## config.mk

```make
export PLATFORM = sky130hd
export DESIGN_NAME = mc_control_fsm
export DESIGN_NICKNAME = d
export VERILOG_FILES = /design/src/rtl/mc_control_fsm.sv
export SDC_FILE = /design/constraint.sdc
export NUM_CORES = 1
export LEC_CHECK = 0
export CORE_UTILIZATION = 37
export DETAILED_ROUTE_END_ITERATION = 8
export HOLD_SLACK_MARGIN = 0.12
export PLACE_DENSITY = 0.91
export SETUP_SLACK_MARGIN = 0.3
export SLEW_MARGIN = 40
export SYNTH_ARGS = -nofsm -noshare
export SYNTH_HDL_FRONTEND = slang
export SYNTH_SLANG_ARGS = --single-unit
```

## constraint.sdc

```tcl
create_clock -name clk -period 3.4 [get_ports clk]
set_clock_uncertainty 0.2 [all_clocks]
set_input_delay 0.51 -clock clk [delete_from_list [all_inputs] [get_ports clk]]
set_output_delay 0.51 -clock clk [all_outputs]
set_load 0.01 [all_outputs]
```

## src/rtl/mc_control_fsm.sv

```systemverilog
// Multi-cycle MIPS-subset control FSM: IF/ID/EXEC/MEM/WB/TRAP sequencing with Moore decode.
// Optional performance counters are built only when MC_CTRL_PERF_EN is defined.
module mc_control_fsm #(
    parameter int unsigned CNT_W           = 32,
    parameter bit          TRAP_ON_ILLEGAL = 1'b1
) (
    input  logic             clk,
    input  logic             rst_n,
    input  logic [31:0]      instr,
    input  logic             mem_ready,
    input  logic             alu_zero,
    output logic [2:0]       state,
    output logic             pc_we,
    output logic             ir_we,
    output logic             mem_we,
    output logic             reg_we,
    output logic             a_we,
    output logic             b_we,
    output logic             mem_in,
    output logic [1:0]       reg_dst,
    output logic [1:0]       reg_in,
    output logic [1:0]       alu_src_a,
    output logic [1:0]       alu_src_b,
    output logic             imm_zext,
    output logic [2:0]       alu_op,
    output logic [1:0]       pc_src,
    output logic             retire,
    output logic             illegal,
    output logic [CNT_W-1:0] cycle_cnt,
    output logic [CNT_W-1:0] instr_cnt
);
    typedef enum logic [2:0] {
        S_IF   = 3'd0,
        S_ID   = 3'd1,
        S_EXEC = 3'd2,
        S_MEM  = 3'd3,
        S_WB   = 3'd4,
        S_TRAP = 3'd5
    } state_e;

    localparam logic [5:0] OP_RTYPE = 6'h00, OP_J    = 6'h02, OP_JAL  = 6'h03;
    localparam logic [5:0] OP_BEQ   = 6'h04, OP_BNE  = 6'h05, OP_ADDI = 6'h08;
    localparam logic [5:0] OP_XORI  = 6'h0E, OP_LW   = 6'h23, OP_SW   = 6'h2B;
    localparam logic [5:0] FN_ADD   = 6'h20, FN_SUB  = 6'h22, FN_SLT  = 6'h2A, FN_JR = 6'h08;

    state_e     state_q, state_d;
    logic [5:0] opcode_q, opcode_d;
    logic [5:0] funct_q, funct_d;

    logic unused_instr;
    assign unused_instr = ^instr[25:6];

    logic is_r_alu, is_jr, is_j, is_jal, is_br, is_imm, is_lw, is_sw, is_legal;
    always_comb begin
        is_r_alu = (opcode_q == OP_RTYPE) &&
                   (funct_q == FN_ADD || funct_q == FN_SUB || funct_q == FN_SLT);
        is_jr    = (opcode_q == OP_RTYPE) && (funct_q == FN_JR);
        is_j     = (opcode_q == OP_J);
        is_jal   = (opcode_q == OP_JAL);
        is_br    = (opcode_q == OP_BEQ) || (opcode_q == OP_BNE);
        is_imm   = (opcode_q == OP_ADDI) || (opcode_q == OP_XORI);
        is_lw    = (opcode_q == OP_LW);
        is_sw    = (opcode_q == OP_SW);
        is_legal = is_r_alu || is_jr || is_j || is_jal || is_br || is_imm || is_lw || is_sw;
    end

    always_ff @(posedge clk or negedge rst_n) begin
        if (!rst_n) begin
            state_q  <= S_IF;
            opcode_q <= 6'h00;
            funct_q  <= 6'h00;
        end else begin
            state_q  <= state_d;
            opcode_q <= opcode_d;
            funct_q  <= funct_d;
        end
    end

    always_comb begin
        state_d  = state_q;
        opcode_d = opcode_q;
        funct_d  = funct_q;
        case (state_q)
            S_IF: if (mem_ready) begin
                opcode_d = instr[31:26];
                funct_d  = instr[5:0];
                state_d  = S_ID;
            end
            S_ID: begin
                if (is_j || is_jal)  state_d = S_IF;
                else if (!is_legal)  state_d = TRAP_ON_ILLEGAL ? S_TRAP : S_IF;
                else                 state_d = S_EXEC;
            end
            S_EXEC: begin
                if (is_r_alu || is_imm)  state_d = S_WB;
                else if (is_lw || is_sw) state_d = S_MEM;
                else                     state_d = S_IF;
            end
            S_MEM: if (mem_ready) state_d = is_lw ? S_WB : S_IF;
            S_WB:   state_d = S_IF;
            S_TRAP: state_d = S_TRAP;
            default: state_d = S_IF;
        endcase
    end

    always_comb begin
        pc_we     = 1'b0;
        ir_we     = 1'b0;
        mem_we    = 1'b0;
        reg_we    = 1'b0;
        a_we      = 1'b0;
        b_we      = 1'b0;
        mem_in    = 1'b0;
        reg_dst   = 2'd0;
        reg_in    = 2'd0;
        alu_src_a = 2'd0;
        alu_src_b = 2'd0;
        imm_zext  = 1'b0;
        alu_op    = 3'd0;
        pc_src    = 2'd0;
        retire    = 1'b0;
        illegal   = 1'b0;
        case (state_q)
            S_IF: begin
                // State resets to IF, so gating with rst_n keeps enables low during reset.
                alu_src_b = 2'd1;
                pc_we     = mem_ready & rst_n;
                ir_we     = mem_ready & rst_n;
            end
            S_ID: begin
                a_we      = 1'b1;
                b_we      = 1'b1;
                alu_src_b = 2'd3;
                if (is_j || is_jal) begin
                    pc_we  = 1'b1;
                    pc_src = 2'd2;
                    retire = 1'b1;
                end
                if (is_jal) begin
                    reg_we  = 1'b1;
                    reg_dst = 2'd2;
                    reg_in  = 2'd2;
                end
                if (!is_legal && !TRAP_ON_ILLEGAL) retire = 1'b1;
            end
            S_EXEC: begin
                if (is_r_alu) begin
                    alu_src_a = 2'd1;
                    alu_src_b = 2'd0;
                    alu_op    = (funct_q == FN_SUB) ? 3'd1 :
                                (funct_q == FN_SLT) ? 3'd3 : 3'd0;
                end else if (is_jr) begin
                    pc_we  = 1'b1;
                    pc_src = 2'd3;
                    retire = 1'b1;
                end else if (is_imm || is_lw || is_sw) begin
                    alu_src_a = 2'd1;
                    alu_src_b = 2'd2;
                    if (opcode_q == OP_XORI) begin
                        alu_op   = 3'd2;
                        imm_zext = 1'b1;
                    end
                end else if (is_br) begin
                    alu_src_a = 2'd1;
                    alu_op    = 3'd1;
                    pc_src    = 2'd1;
                    pc_we     = (opcode_q == OP_BEQ) ? alu_zero : ~alu_zero;
                    retire    = 1'b1;
                end
            end
            S_MEM: begin
                mem_in = 1'b1;
                if (is_sw) begin
                    mem_we = 1'b1;
                    retire = mem_ready;
                end
            end
            S_WB: begin
                reg_we = 1'b1;
                retire = 1'b1;
                if (is_r_alu)   reg_dst = 2'd1;
                else if (is_lw) reg_in  = 2'd1;
            end
            S_TRAP:  illegal = 1'b1;
            default: ;
        endcase
    end

    assign state = state_q;

`ifdef MC_CTRL_PERF_EN
    localparam logic [CNT_W-1:0] CNT_ONE = 1;
    logic [CNT_W-1:0] cycle_cnt_q, instr_cnt_q;

    always_ff @(posedge clk or negedge rst_n) begin
        if (!rst_n) begin
            cycle_cnt_q <= '0;
            instr_cnt_q <= '0;
        end else if (state_q != S_TRAP) begin
            cycle_cnt_q <= cycle_cnt_q + CNT_ONE;
            if (retire) instr_cnt_q <= instr_cnt_q + CNT_ONE;
        end
    end

    assign cycle_cnt = cycle_cnt_q;
    assign instr_cnt = instr_cnt_q;
`else
    assign cycle_cnt = '0;
    assign instr_cnt = '0;
`endif

endmodule

```

==> flow_metrics.env, run 1 <==
export IMPL_yosys_top_cells_count="buf_4, dfrtp_1, mux2_2, nor2_1, o21ai_0"
export IMPL_yosysWarnings=0
export IMPL_postCtsSetupRepairBufs=0
export IMPL_arrival_ns=2.33
export IMPL_synthArstFlopShare_pct=100
export IMPL_hold_path_class="reg2reg"
export IMPL_slowest_delay_ns=0.53
export IMPL_grt_usage_pct=13.7
export IMPL_area_growth_pct=12.6
export IMPL_setup_ws_ns=0.362
export IMPL_die_area_mm2=0.00469
export IMPL_clk_latency_ns=0.24
export IMPL_drtIter0Drc=28
export IMPL_finalHoldViolCount=0
export IMPL_critPathKind="reg2out"
export IMPL_wl_per_cell_um=11.8
export IMPL_end_kind="output port"
export IMPL_drc=0
export IMPL_synth_cell_types=49
export IMPL_path_delay_family="simple AND/OR/NAND/NOR gates"
export IMPL_vias=1268
export IMPL_cts_buffers=3
export IMPL_hold_worst_slack_ns=0.359
export IMPL_instances_no_fill=275
export IMPL_clk_pin_slew_ns=0.06
export IMPL_dr_pass1_iters=4
export IMPL_critPathLaunchType="flip-flop"
export IMPL_synth_ff_type="dfrtp_1"
export IMPL_yosys_area_top_type="buf_4"
export IMPL_grt_busiest_layer="met2"
export IMPL_maxCapViolations=0
export IMPL_p_leak_nw=0.807
export IMPL_rrSetupSlack_ns=1.53
export IMPL_nNetsFinal=262
export IMPL_cts_root_buf="clkbuf_8"
export IMPL_finalCritPeriodShare_pct=89.4
export IMPL_dp_hpwl_um=2550
export IMPL_postSynthAreaPerCell_um2=8.44
export IMPL_period_needed_ns=3.04
export IMPL_diodes=0
export IMPL_multiInputGateArea_um2=928
export IMPL_viasPerCell=4.61
export IMPL_core_area_mm2=0.00412
export IMPL_drive_above_1_share_pct=12.0
export IMPL_htree_levels=1
export IMPL_die_h_um=68.5
export IMPL_worstPathRequired_ns=2.69
export IMPL_synth_edf_count=0
export IMPL_worst_path_max_delay_cell="clkdlybuf4s50_1"
export IMPL_fin_setup_tns_ns=0
export IMPL_synth_area_mm2=0.00164
export IMPL_grt_util_met1_pct=18.8
export IMPL_fillers=407
export IMPL_grt_max_degree=17
export IMPL_cts_tree="yes"
export IMPL_tightest_slew_ns=0.488
export IMPL_grtUsageMet3_pct=1.81
export IMPL_overflow=0
export IMPL_ir_drop_mv=0.358
export IMPL_run_status="finished clean"
export IMPL_power_total_mw=1.17
export IMPL_fp_dieW_um=68.5
export IMPL_totalWireLength_um=3230
export IMPL_setup_viol=0
export IMPL_cts_sinks=15
export IMPL_slew_violations=0
export IMPL_gp_congestion=0.894
export IMPL_place_ws_ns=0.437
export IMPL_ff_latch_area_um2=379
export IMPL_grt_pass1_wl_um=4810
export IMPL_syn_inst=194
export IMPL_row_count=23
export IMPL_power_per_cell_area_mw_per_mm2=637
export IMPL_path_buf_inv=1
export IMPL_grt_use_met2_pct=22.5
export IMPL_start_util_pct=39.8
export IMPL_grt_pass1_vias=1014
export IMPL_antenna_found_initial=0
export IMPL_cts_buffer_depth=2
export IMPL_cp_cell_sequence="nor3b_1 -> a31oi_1 -> nor3b_1 -> a2111o_1 -> clkdlybuf4s50_1"
export IMPL_relSlewSlack_pct=67.1
export IMPL_ys_seq_area_share_pct=22.9
export IMPL_num_io_pins=126
export IMPL_rsz0062_at_grt="no"
export IMPL_clock_fmax_mhz=329
export IMPL_synth_top_area_share_pct=31.7
export IMPL_io_buffers=39
export IMPL_cp_max_fo=8
export IMPL_ys_seq_elements=15
export IMPL_ys_top_cells_by_area="buf_4, dfrtp_1, mux2_2, o21ai_0, nor2_1"
export IMPL_yosysMostFrequentCell="buf_4"
export IMPL_cpMostUsedCell="nor3b_1"
export IMPL_antenna_left=0
export IMPL_dp_cells=271
## area by class of cell
cell class              count  area share, %
clock buffers               4           2.44
inverters                   6           1.22
multi-input cells         159           50.4
flip-flops and latches     15           20.6
well taps                  50           3.39
repair buffers             41           22.0
## repair_timing
item                                   in CTS  in global routing
endpoints found under the hold margin       0                  0
hold buffers                                0                  0
gates cloned                                0                  0
resized for setup                           1                  6
setup endpoints to repair                   1                  9
## cell families (layout without fill, tap and decap cells)
group                  count (synthesis)  after routing  share of synthesized area (%)
other                                  1             66                          0.229
multiplexers                          12             12                           8.18
AND/OR/NAND/NOR                       50             50                           19.2
buffers and inverters                 85             51                           36.3
XOR/XNOR                               3              3                           1.61
flip-flops                            15             15                           22.9
AO/OA/AOI/OAI                         28             28                           11.5
## through the flow
stage          cell area [um2]  util, %
6_report                  1840     44.8
5_1_grt                   1840     44.8
4_1_cts                   1820     44.3
3_5_place_dp              1780     43.2
3_3_place_gp              1780     43.2
2_1_floorplan             1880        -
## sequential cells by signal (all words and copies together), names as in the netlist
register,count
funct_q,6
opcode_q,6
state,3
## per-layer routing
metal / routed length (um) / part of all wire [%]
met1: 1320 / 41
met3: 298 / 9.2
met2: 1610 / 50
met5: 0 / 0
met4: 8 / 0.25
## worst paths after layout
kind | cells after the start | start | endpoint
setup reg to reg | 4 | state[0]$_DFFE_PN0P_ | opcode_q[0]$_DFFE_PN0P_
min in group asynchronous | 2 | rst_n | state[0]$_DFFE_PN0P_
setup / recovery | 5 | funct_q[5]$_DFFE_PN0P_ | retire
hold reg to reg | 1 | funct_q[1]$_DFFE_PN0P_ | funct_q[1]$_DFFE_PN0P_
hold / removal | 1 | funct_q[1]$_DFFE_PN0P_ | funct_q[1]$_DFFE_PN0P_
max in group asynchronous | 2 | rst_n | opcode_q[0]$_DFFE_PN0P_
## placed cells by master (no fill, tap or decap), drive strengths merged, types with 2 or more instances in the layout
master	instances
nor4	3
xor2	2
buf	2
inv	6
nand2	6
mux2	11
nor2b	2
and2	3
nand3	3
a31oi	5
nor3b	2
dfrtp	15
clkdlybuf4s50	39
conb	66
nand4b	2
nor2	9
o21ai	8
clkbuf	4
a21oi	4
or4b	2
nand2b	3
and3	5
nor3	2
## where the power goes
group / internal [mW] / switching (mW)
sequential: 0.267 / 0.185
clock: 0.0828 / 0.0596
combinational: 0.311 / 0.268
(Power assumes the default switching activity.)
==> run 2: changes to the inputs <==
Settings changed: TNS_END_PERCENT set to 100.
==> results of run 2 <==
Same layout as run 1: the final DEF is identical, and so are final timing and power.
